File: config.mk
export PLATFORM = sky130hd
export DESIGN_NAME = icache_ctrl_nway
export DESIGN_NICKNAME = d
export VERILOG_FILES = /design/src/rtl/icache_pkg.sv /design/src/rtl/icache_victim_sel.sv /design/src/rtl/icache_ctrl_nway.sv
export SDC_FILE = /design/constraint.sdc
export NUM_CORES = 1
export LEC_CHECK = 0
export ABC_AREA = 0
export CORE_MARGIN = 2
export CORE_UTILIZATION = 49
export CTS_BUF_LIST = sky130_fd_sc_hd__clkbuf_4 sky130_fd_sc_hd__clkbuf_8
export DETAILED_ROUTE_END_ITERATION = 8
export GPL_ROUTABILITY_DRIVEN = 0
export PLACE_DENSITY = 0.82
export SYNTH_ARGS = -nofsm -noshare
export SYNTH_HDL_FRONTEND = slang
export SYNTH_HIERARCHICAL = 1
export SYNTH_SLANG_ARGS = --single-unit
File: constraint.sdc
create_clock -name clk -period 2 [get_ports clk]
set_input_delay 0.4 -clock clk [delete_from_list [all_inputs] [get_ports clk]]
set_output_delay 0.4 -clock clk [all_outputs]
set_load 0.01 [all_outputs]
File: src/rtl/icache_pkg.sv
// Shared definitions for the N-way I-cache controller: FSM state encoding,
// index-width helper and line-alignment mask.
package icache_pkg;

    typedef logic [2:0] state_t;

    localparam state_t ST_IDLE   = 3'd0;
    localparam state_t ST_LOOKUP = 3'd1;
    localparam state_t ST_MISS   = 3'd2;
    localparam state_t ST_REFILL = 3'd3;
    localparam state_t ST_RESP   = 3'd4;
    localparam state_t ST_FLUSH  = 3'd5;

    // Index width for n items; a single item still needs a 1-bit port.
    function automatic int unsigned idx_w(input int unsigned n);
        return (n > 1) ? $clog2(n) : 1;
    endfunction

    // Mask that clears the byte offset within a line of 32-bit words.
    function automatic logic [63:0] line_align_mask(input int unsigned line_words);
        return ~(64'(line_words) * 64'd4 - 64'd1);
    endfunction

endpackage

File: src/rtl/icache_victim_sel.sv
// Round-robin victim pointer: names the way to replace on the next miss and
// steps to the following way each time a refill completes.
module icache_victim_sel
    import icache_pkg::*;
#(
    parameter int WAYS = 2
) (
    input  logic                     clk,
    input  logic                     rst,
    input  logic                     advance,
    output logic [idx_w(WAYS)-1:0]   victim
);

    localparam int                WAY_W    = idx_w(WAYS);
    localparam logic [WAY_W-1:0]  LAST_WAY = WAY_W'(WAYS - 1);

    logic [WAY_W-1:0] ptr_q;

    // NOTE: sequential state uses non-blocking assignments only, so every
    // register samples pre-edge values regardless of block ordering.
    always_ff @(posedge clk) begin
        if (rst) begin
            ptr_q <= '0;
        end else if (advance) begin
            ptr_q <= (ptr_q == LAST_WAY) ? '0 : ptr_q + 1'b1;
        end
    end

    assign victim = ptr_q;

endmodule

File: src/rtl/icache_ctrl_nway.sv
// N-way I-cache control FSM: hit lookup, multi-beat line refill into a
// round-robin victim way, and a set-by-set whole-cache invalidate walk.
module icache_ctrl_nway
    import icache_pkg::*;
#(
    parameter int ADDR_W     = 32,
    parameter int WAYS       = 2,
    parameter int LINE_WORDS = 4,
    parameter int SETS       = 256
) (
    input  logic                           clk,
    input  logic                           rst,
    input  logic                           req_valid,
    input  logic [ADDR_W-1:0]              req_addr,
    output logic                           req_ready,
    output logic                           rbuf_we,
    input  logic [WAYS-1:0]                hit,
    output logic                           resp_valid,
    output logic [idx_w(WAYS)-1:0]         resp_way,
    output logic                           resp_from_mem,
    output logic                           mem_rd_req,
    output logic [ADDR_W-1:0]              mem_rd_addr,
    input  logic                           mem_rd_ready,
    input  logic                           mem_ret_valid,
    output logic                           ret_we,
    output logic [WAYS-1:0]                refill_we,
    output logic [idx_w(LINE_WORDS)-1:0]   refill_word,
    input  logic                           flush_req,
    output logic                           flush_we,
    output logic [idx_w(SETS)-1:0]         flush_set,
    output logic                           flush_done
);

    localparam int                 WAY_W     = idx_w(WAYS);
    localparam int                 OFS_W     = idx_w(LINE_WORDS);
    localparam int                 SET_W     = idx_w(SETS);
    localparam logic [ADDR_W-1:0]  LINE_MASK = ADDR_W'(line_align_mask(LINE_WORDS));
    localparam logic [OFS_W-1:0]   LAST_BEAT = OFS_W'(LINE_WORDS - 1);
    localparam logic [SET_W-1:0]   LAST_SET  = SET_W'(SETS - 1);

    state_t            state_q;
    logic [ADDR_W-1:0] addr_q;
    logic [ADDR_W-1:0] line_addr_q;
    logic [WAY_W-1:0]  victim_q;
    logic [WAY_W-1:0]  ptr;
    logic [OFS_W-1:0]  cnt_q;
    logic [OFS_W-1:0]  word_ofs;
    logic [SET_W-1:0]  flush_set_q;
    logic              advance;

    // Word offset of the request inside its line; a one-word line has none.
    assign word_ofs = (LINE_WORDS > 1) ? addr_q[2 +: OFS_W] : '0;
    assign advance  = (state_q == ST_RESP);

    icache_victim_sel #(
        .WAYS (WAYS)
    ) u_victim_sel (
        .clk     (clk),
        .rst     (rst),
        .advance (advance),
        .victim  (ptr)
    );

    always_ff @(posedge clk) begin
        if (rst) begin
            state_q     <= ST_IDLE;
            addr_q      <= '0;
            line_addr_q <= '0;
            victim_q    <= '0;
            cnt_q       <= '0;
            flush_set_q <= '0;
        end else begin
            case (state_q)
                ST_IDLE: begin
                    if (flush_req) begin
                        state_q <= ST_FLUSH;
                    end else if (req_valid) begin
                        addr_q  <= req_addr;
                        state_q <= ST_LOOKUP;
                    end
                end
                ST_LOOKUP: begin
                    if (|hit) begin
                        state_q <= ST_IDLE;
                    end else begin
                        line_addr_q <= addr_q & LINE_MASK;
                        victim_q    <= ptr;
                        state_q     <= ST_MISS;
                    end
                end
                ST_MISS: begin
                    if (mem_rd_ready) begin
                        cnt_q   <= '0;
                        state_q <= ST_REFILL;
                    end
                end
                ST_REFILL: begin
                    // Only real beats advance; the line always completes in full.
                    if (mem_ret_valid) begin
                        cnt_q <= cnt_q + 1'b1;
                        if (cnt_q == LAST_BEAT) begin
                            state_q <= ST_RESP;
                        end
                    end
                end
                ST_RESP: begin
                    state_q <= ST_IDLE;
                end
                ST_FLUSH: begin
                    if (flush_set_q == LAST_SET) begin
                        flush_set_q <= '0;
                        state_q     <= ST_IDLE;
                    end else begin
                        flush_set_q <= flush_set_q + 1'b1;
                    end
                end
                default: begin
                    state_q <= ST_IDLE;
                end
            endcase
        end
    end

    always_comb begin
        // NOTE: every output gets a default before the case, so no path through
        // the block can leave one unassigned and infer a latch.
        req_ready     = 1'b0;
        rbuf_we       = 1'b0;
        resp_valid    = 1'b0;
        resp_way      = '0;
        resp_from_mem = 1'b0;
        mem_rd_req    = 1'b0;
        mem_rd_addr   = '0;
        ret_we        = 1'b0;
        refill_we     = '0;
        refill_word   = '0;
        flush_we      = 1'b0;
        flush_set     = '0;
        flush_done    = 1'b0;

        // Outputs stay low while reset is held, even before the state register clears.
        if (!rst) begin
            case (state_q)
                ST_IDLE: begin
                    req_ready = !flush_req;
                    rbuf_we   = !flush_req && req_valid;
                end
                ST_LOOKUP: begin
                    if (|hit) begin
                        resp_valid = 1'b1;
                        for (int i = WAYS - 1; i >= 0; i--) begin
                            if (hit[i]) begin
                                resp_way = WAY_W'(i);
                            end
                        end
                    end
                end
                ST_MISS: begin
                    mem_rd_req  = 1'b1;
                    mem_rd_addr = line_addr_q;
                end
                ST_REFILL: begin
                    if (mem_ret_valid) begin
                        refill_we[victim_q] = 1'b1;
                        refill_word         = cnt_q;
                        ret_we              = (cnt_q == word_ofs);
                    end
                end
                ST_RESP: begin
                    resp_valid    = 1'b1;
                    resp_from_mem = 1'b1;
                    resp_way      = victim_q;
                end
                ST_FLUSH: begin
                    flush_we   = 1'b1;
                    flush_set  = flush_set_q;
                    flush_done = (flush_set_q == LAST_SET);
                end
                default: begin
                end
            endcase
        end
    end

endmodule

* Word-level counts from Yosys, hierarchy flattened
Cells that the tools add are included.
Storage, ports and cells: word-level logic and storage cells 85, output and inout port bits 53, flip-flop bits (word level) 75, input port bits 40
Operators by class: muxes and demuxes 48, equality and inequality tests 13, add/subtract/negate cells 3, order comparisons 2, bitwise gates (word level) 2, reduce and logical (&&, ||, !) cells 10
Operators with widths (count):
- 32-bit 2-to-1 mux | 2
- 8-bit 2-to-1 mux | 3
- 1-bit 2-to-1 mux | 23
- 2-bit 2-to-1 mux | 9
- 3-bit 2-to-1 mux | 6
- 3-bit one-hot mux with 5 select lines | 1
- 8-bit by 1-bit adder with 8-bit output, second input constant | 1
- 8-bit == test, second input constant | 1
- 2-bit != test, second input constant | 4
- 3-bit by 2-bit == test with 1-bit output, second input constant | 2
- 3-bit == test, second input constant | 2
- 3-bit AND reduction | 2
- 5-bit AND reduction | 1
- 1-bit one-hot mux with 2 select lines | 2
- 2-bit one-hot mux with 2 select lines | 1
- 3-bit by 1-bit == test with 1-bit output, second input constant | 1
- 3-bit logical NOT | 1
- 3-bit != test, second input constant | 1
- 2-bit by 1-bit adder with 2-bit output, second input constant | 1
- 2-bit == test | 1
- 2-bit == test, second input constant | 1
- 1-bit logical AND | 2
- 1-bit by 2-bit less-than comparator with 1-bit output, second input constant | 1
- 1-bit inverter | 2
- other kinds (7) | 7

* Longest topological paths before layout
Gate-level depths: netlist (run 1).
depth in word-level cells 7, gate-level depth with buffers 7

* Cells and area by module
The synthesis (run 1) kept the hierarchy.
Modules (own cells, without submodules):
- icache_ctrl_nway | area each 3249.4 sq um, seq. area each 1441.4 sq um, instances 1, cells each 412
- icache_victim_sel | area each 32.5 sq um, seq. area each 20.0 sq um, instances 1, cells each 3

* Worst setup path before layout (run 1)
Ideal clock, no wire load.
path kind reg2out, start register state_q[0], end output port resp_valid, stages on the path, launching flop included 6, data arrival time 1357 ps, setup slack 243 ps, cells stage by stage dfxtp_1 > buf_6 > buf_4 > inv_1 > or3_1 > a211oi_1
Between the ends: word-level cells in the longest chain between the ends 3
Ends and longest elaborated chain:
- start, declared | RTL line icache_ctrl_nway.sv:41 | state_t state_q;
- start signal, assigned | RTL line icache_ctrl_nway.sv:66 | state_q <= ST_IDLE;
- start signal, assigned | RTL line icache_ctrl_nway.sv:76 | state_q <= ST_FLUSH;
- start signal, assigned | RTL line icache_ctrl_nway.sv:79 | state_q <= ST_LOOKUP;
- 3-bit == test / 3-bit by 1-bit == test with 1-bit output (equally long branches) | RTL line icache_ctrl_nway.sv:143 | case (state_q)
- 1-bit one-hot mux with 2 select lines (*) | RTL line icache_ctrl_nway.sv:143
- 1-bit 2-to-1 mux (*) | RTL line icache_ctrl_nway.sv:142 | if (!rst) begin
- end, declared | RTL line icache_ctrl_nway.sv:18 | output logic resp_valid,
Mark *: on every way between the ends. The rest lies on a longest branch, timed or not.

* Final worst setup path (run 1)
start register state_q[2], end output port mem_rd_addr[9]
Between the ends: word-level cells in the longest chain between the ends 3
Ends and longest elaborated chain:
- 3-bit by 2-bit == test with 1-bit output | RTL line icache_ctrl_nway.sv:143
- 32-bit 2-to-1 mux | RTL line icache_ctrl_nway.sv:143
- 32-bit 2-to-1 mux | RTL line icache_ctrl_nway.sv:142
- end, declared | RTL line icache_ctrl_nway.sv:22 | output logic [ADDR_W-1:0] mem_rd_addr,
Every way passes these cells.

==> results.txt, run 1 <==
outcome: complete, but fails checks
failing checks: DRC, setup timing
Detailed Route Iter0 Violations: 124
end point of the worst hold path: line_addr_q[10]
ys async rst share: 0
effective utilization at floorplan: 0.5110
post-route fraction of the period consumed by the critical path: 1.062
core area: 0.006422 mm²
Min-Delay Path Depth: 2
EDFF count, synth: 0
die height: 85.84 µm
count of different cell masters after synthesis: 44
slew of the pin with the lowest slew margin: 511.0 ps
clock network latency to the later pin of the worst-skew pair: 340 ps
# Max-Cap Violations: 0
headroom to the max-slew limit: 0.6594
peak fanout along the critical path: 5
Setup Viol. Count Final: 31
floorplan die area: 0.007369 mm²
Wirelength per Cell: 14.42 µm
final-report hold violation count: 0
post-placement worst setup slack: -463.4 ps
area post-placement: 0.004377 mm²
total chip power: 3835 µW
reg2reg end: state_q[0]
Max Freq: 471.0 MHz
I/O pins: 93
number of clock sinks: 73
data arrival time at the worst-slack endpoint: 1720 ps
residual DRC count: 8
final-stage net count: 585
area of combinational cells with multiple inputs: 0.001753 mm²
maximum clock insertion buffer count: 2
netlist area before placement: 0.003282 mm²
estimated wirelength of the detail-placed design: 5528 µm
die width: 85.84 µm
maximum number of pins on one net before global-route repair: 51
GRT Overall Usage: 0.2517
number of global-route vias before repair: 3244
deepest level of the CTS H-tree: 3
sum of overflow across all layers after global routing: 0
number of max-slew violations in the final report: 0
most area-consuming cells after synthesis: dfxtp_1 (45%), nand2_1 (15%), a21oi_1 (9.5%), and2_1 (7.6%), buf_4 (1.8%)
RSZ-0062 raised after global routing: true
sum of routed wire length over all layers: 9014 µm
final clock skew: 12.91 ps
count of filler cells inserted in the layout: 425
count of nets left with antenna violations after detail routing: 0
leakage dissipation: 0.002041 µW
sequential cell area fraction in the yosys report: 0.4453
Req. time, crit path: 1600 ps
reg-to-reg slack, setup: 190 ps
Avg Cell Area, Syn: 7.908 µm²
power per cell area: 768.7 mW/mm²
post-route non-filler standard cell count: 625
count of cells along the worst register-to-register path: 7
number of antenna diodes: 0
Core Util, Final: 0.7767
Layout Cell Area excl Fill: 0.004989 mm²
placed cell count: 586
fin worst setup slack: -123.3 ps
CTS tree: yes
minimum clock period after layout: 2123 ps
launch point of the worst reg-to-reg path: state_q[2]
number of buffers created by CTS: 9
type of the most critical hold path: reg -> reg
area taken by flip-flops and latches: 0.001468 mm²
worst hold start: addr_q[10]
number of detailed-route iterations in the first pass: 7
antenna violations before repair: 0
site row count: 29
DR vias/cell: 5.230
type of the worst setup path: reg -> out
global-route wire length before repair: 14570 µm
CTS Root Buffer Type: clkbuf_8
clock-pin slew on the worst setup and hold paths: 70 ps
vias post-DR: 3269
synthesized instance count: 415
Area growth syn-to-layout: 52.00%
Worst setup SP type: flip-flop
register bit count reported by yosys: 73
count of warnings emitted by yosys: 6
fraction of synthesized cell area taken by the top area cell type: 0.4453
Primary FF master, synth: dfxtp_1
critical path capture point type: output port
Port Buffer Count: 86
leading area contributor after synthesis: dfxtp_1
layout cells sized above 1: 0.3175
largest vdd supply drop: 0.4724 mV
critical path, stage by stage, from the launching register on:
cell and delay [ps]:
dfxtp_2 330, and2b_2 210, nor3b_4 210, buf_12 170
buf_12 130, buf_6 100, and2_4 130, buf_6 90
worst max-delay path by stage:
| stage | slack [ps] | startpoint | endpoint | depth (start not counted) |
|---|---|---|---|---|
| floorplan | 240 | state_q[0] | resp_valid | 5 |
| global placement | -470 | flush_req | rbuf_we | 5 |
| detailed placement | -460 | flush_req | rbuf_we | 5 |
| CTS | -140 | state_q[2] | mem_rd_addr[15] | 7 |
| global route | -180 | state_q[2] | mem_rd_addr[11] | 7 |
| finish | -120 | state_q[2] | mem_rd_addr[9] | 7 |
per-layer routing:
| layer | global-route usage | up-vias | wire (µm) | share of wire |
|---|---|---|---|---|
| met3 | 0.04331 | 23 | 439 | 0.049 |
| met1 | 0.2778 | 1525 | 3660 | 0.41 |
| met2 | 0.4631 | 106 | 4676 | 0.52 |
| met4 | 0.1241 | 0 | 238 | 0.026 |
| met5 | 0 | - | 0 | 0 |
| li1 | - | 1615 | - | - |
sequential cells by signal (all words and copies together), names as in the netlist:
| signal | cells |
|---|---|
| addr_q | 30 |
| cnt_q | 2 |
| flush_set_q | 8 |
| line_addr_q | 28 |
| state_q | 3 |
| u_victim_sel/victim | 1 |
| victim_q | 1 |
layout by cell type (no fill, tap or decap), types with 6 or more instances in the layout:
| master | Yosys | layout |
|---|---|---|
| nor2_1 | 15 | 13 |
| buf_4 | 8 | 41 |
| dfxtp_1 | 73 | 70 |
| and2_4 | 0 | 26 |
| buf_2 | 1 | 18 |
| a21oi_1 | 62 | 62 |
| nand2_1 | 128 | 128 |
| and2_1 | 40 | 14 |
| clkbuf_8 | 3 | 9 |
| clkdlybuf4s50_1 | 0 | 33 |
| buf_12 | 0 | 7 |
| buf_6 | 4 | 36 |
| nand3_1 | 6 | 6 |
report_power, final:
part | internal (µW) | switching, µW
sequential | 1530 | 50.5
clock | 847 | 558
combinational | 431 | 415
logic make-up (layout without fill, tap and decap cells):
group | count (synthesis) | after routing | synth area share
mux | 3 | 3 | 0.009150
xor+xnor | 6 | 6 | 0.01601
other cells | 1 | 4 | 0.001143
compound gates | 77 | 77 | 0.1376
buf+inv | 34 | 164 | 0.06748
fa+ha+maj | 2 | 2 | 0.007624
simple gates | 219 | 219 | 0.3157
flops | 73 | 73 | 0.4453
Yosys cell counts, types with 2 or more instances:
cell type and instances:
clkbuf_8 3, buf_4 8, and2_2 2, inv_1 2
nor4_1 4, and2_1 40, a31oi_1 5, or3_1 3
nor2_1 15, nand4_1 2, nand3_1 6, and3_1 2
nand2_1 128, ha_1 2, xor2_1 5, clkbuf_2 2
nor3_1 4, a21oi_1 62, o21ai_0 4, dfxtp_1 73
mux2i_1 3, a22oi_1 2, clkbuf_1 14, buf_6 4
per-stage QoR:
step / TNS (ps) / hold WS [ps]
floorplan: 0 / 431.7
global placement: -4291 / 435.3
detailed placement: -7241 / 443.3
CTS: -2229 / 441.4
global route: -4246 / 468.3
finish: -2225 / 450.3
area by class of cell:
cell class	count	share of cell area
flip-flops and latches	73	0.2942
inverters	2	0.001505
well taps	77	0.01931
multi-input cells	311	0.3514
repair buffers	146	0.2844
clock buffers	10	0.02634
clock inverters	6	0.02282
timing repair:
| action | 4_1_cts | 5_1_grt |
|---|---|---|
| buffers inserted | 16 | 6 |
| cloned | 3 | 0 |
| hold buffers | 0 | 0 |
| endpoints found under the setup margin | 49 | 45 |
| pin swaps | 29 | 12 |
| resized for setup | 241 | 36 |
Note: power is estimated with default switching activity, not from simulation.
==> run 2, diff against run 1 <==
- CORE_UTILIZATION: 49 -> 50
- GPL_ROUTABILITY_DRIVEN: 0 -> 1
- PLACE_DENSITY: 0.82 -> 0.83
- SYNTH_HIERARCHICAL: 1 -> default
==> results.txt, run 2 <==
outcome: complete, no violations
post-route fraction of the period consumed by the critical path: 0.9668
vias post-DR: 3169
sum of routed wire length over all layers: 8430 µm
clock-pin slew on the worst setup and hold paths: 70 ps
highest metal used: met4
reg-to-reg slack, setup: 210 ps
leading area contributor after synthesis: dfxtp_1
largest vdd supply drop: 0.4760 mV
final-report hold violation count: 0
leakage dissipation: 0.001928 µW
floorplan die area: 0.007325 mm²
power per cell area: 687.7 mW/mm²
# Max-Cap Violations: 0
sequential group share of total power: 0.491
DR vias/cell: 5.153
final-stage net count: 577
EDFF count, synth: 0
count of nets left with antenna violations after detail routing: 0
Area growth syn-to-layout: 37.71%
type of the most critical hold path: in -> reg
routed metal-1 wire length: 3549 µm
total length of routed met3 wires: 443 µm
layout cells sized above 1: 0.2472
largest registers: addr_q: 30 flops, line_addr_q: 28 flops, flush_set_q: 8 flops
ys async rst share: 0
peak fanout along the critical path: 5
number of max-slew violations in the final report: 0
Primary FF master, synth: dfxtp_1
post-placement worst setup slack: -363.3 ps
final clock skew: 2.810 ps
deepest level of the CTS H-tree: 3
most used cells in the layout excluding fill and tap cells: nand2_1 (128), dfxtp_1 (68), a21oi_1 (66)
Setup Viol. Count Final: 0
switching portion of total power: 0.2518
Core Util, Final: 0.7177
antenna violations before repair: 0
minimum clock period after layout: 1934 ps
most common library cells after synthesis: nand2_1 (128), dfxtp_1 (73), a21oi_1 (66)
Wirelength per Cell: 13.71 µm
Detailed Route Iter0 Violations: 113
effective utilization at floorplan: 0.5212
fin worst setup slack: 66.40 ps
Reg with most FFs: addr_q
global-route wire length before repair: 13540 µm
residual DRC count: 0
type of the worst setup path: reg -> out
count of warnings emitted by yosys: 0
relative contribution of combinational cells to total power: 0.156
maximum clock insertion buffer count: 2
estimated wirelength of the detail-placed design: 5527 µm
Max Freq: 517.2 MHz
Port Buffer Count: 86
portion of total power attributed to the clock network: 0.353
number of detailed-route iterations in the first pass: 4
site row count: 29
number of flip-flops in the largest register: 30
clock network latency to the later pin of the worst-skew pair: 330 ps
total negative setup slack: 0 ps
post-route non-filler standard cell count: 615
most area-consuming cells after synthesis: dfxtp_1 (44%), nand2_1 (14%), a21oi_1 (9.9%), and2_1 (5.6%), buf_6 (3.0%)
weighted congestion at the end of routability-driven global placement: 0.8133
fraction of synthesized cell area taken by the top area cell type: 0.4391
core area: 0.006386 mm²
data arrival time at the worst-slack endpoint: 1530 ps
die height: 85.59 µm
number of global-route vias before repair: 2924
RSZ-0062 raised after global routing: true
synthesized instance count: 421
internal cell power: 2358 µW
number of buffers created by CTS: 9
CTS Root Buffer Type: clkbuf_8
count of different cell masters after synthesis: 43
I/O pins: 93
CTS tree: yes
area taken by flip-flops and latches: 0.001473 mm²
Hold WS: 432.0 ps
leading cell type in the layout, fill and taps excluded: nand2_1
sum of overflow across all layers after global routing: 0
Req. time, crit path: 1600 ps
area of combinational cells with multiple inputs: 0.001697 mm²
number of antenna diodes: 0
maximum number of pins on one net before global-route repair: 40
placed cell count: 587
count leader, synth: nand2_1
netlist area before placement: 0.003328 mm²
met2 wire length: 4215 µm
critical path capture point type: output port
Worst setup SP type: flip-flop
Avg Cell Area, Syn: 7.905 µm²
die width: 85.59 µm
sequential cell area fraction in the yosys report: 0.4391
register bit count reported by yosys: 73
number of clock sinks: 73
GRT Overall Usage: 0.2296
count of filler cells inserted in the layout: 516
reported net switching power: 793.8 µW
[run 2: metrics by stage]
stage	power (µW)	instance area [µm²]
finish	3152	4583
global route	3282	4583
CTS	3139	4606
detailed placement	2020	4362
global placement	2008	4362
floorplan	1837	3339
[run 2: routing by layer]
layer  up-vias  track usage
met3        18      0.03850
met4         0       0.1154
li1       1612            -
met1      1443       0.2850
met5         -            0
met2        96       0.3849
[run 2: power groups by stage]
stage | logic [µW] | clock network [µW] | registers (µW)
2_1_floorplan | 276 | 0 | 1560
3_3_place_gp | 438 | 0 | 1570
3_5_place_dp | 447 | 0 | 1570
4_1_cts | 473 | 1120 | 1550
5_1_grt | 534 | 1190 | 1550
6_report | 493 | 1110 | 1550
[run 2: critical path, cell delays in order, from the launching register on]
cell,delay [ps]
dfxtp_4,380
buf_8,120
and3b_2,230
buf_4,160
and3_1,180
buf_2,130
[run 2: cell families (layout without fill, tap and decap cells)]
family / after synthesis / in the layout / share of synthesized area
buf+inv: 38 / 151 / 0.07369
compound gates: 82 / 82 / 0.1391
simple gates: 219 / 220 / 0.3233
xor+xnor: 5 / 5 / 0.01316
mux: 1 / 1 / 0.003008
fa+ha+maj: 2 / 2 / 0.007518
flops: 73 / 73 / 0.4391
other cells: 1 / 4 / 0.001127
[run 2: what timing repair did]
action	4_1_cts	5_1_grt
setup buffers	8	3
setup endpoints to repair	49	32
gates resized for setup	177	32
cloned	3	1
pin swaps	4	4
hold buffers	0	0
[run 2: final timing paths]
| kind | cells past startpoint | end | start |
|---|---|---|---|
| worst max-delay path | 5 | flush_set[1] | state_q[1] |
| worst min-delay path | 3 | state_q[0] | rst |
| worst max register to register | 7 | line_addr_q[21] | state_q[1] |
| worst min register to register | 2 | line_addr_q[4] | line_addr_q[4] |
[run 2: cell type report]
type	count	area share
inverter	2	0.001638
multi-input combinational	314	0.3702
clock inverter	3	0.009282
tap	77	0.02102
sequential	73	0.3213
timing repair buffer	135	0.2449
clock buffer	11	0.03167
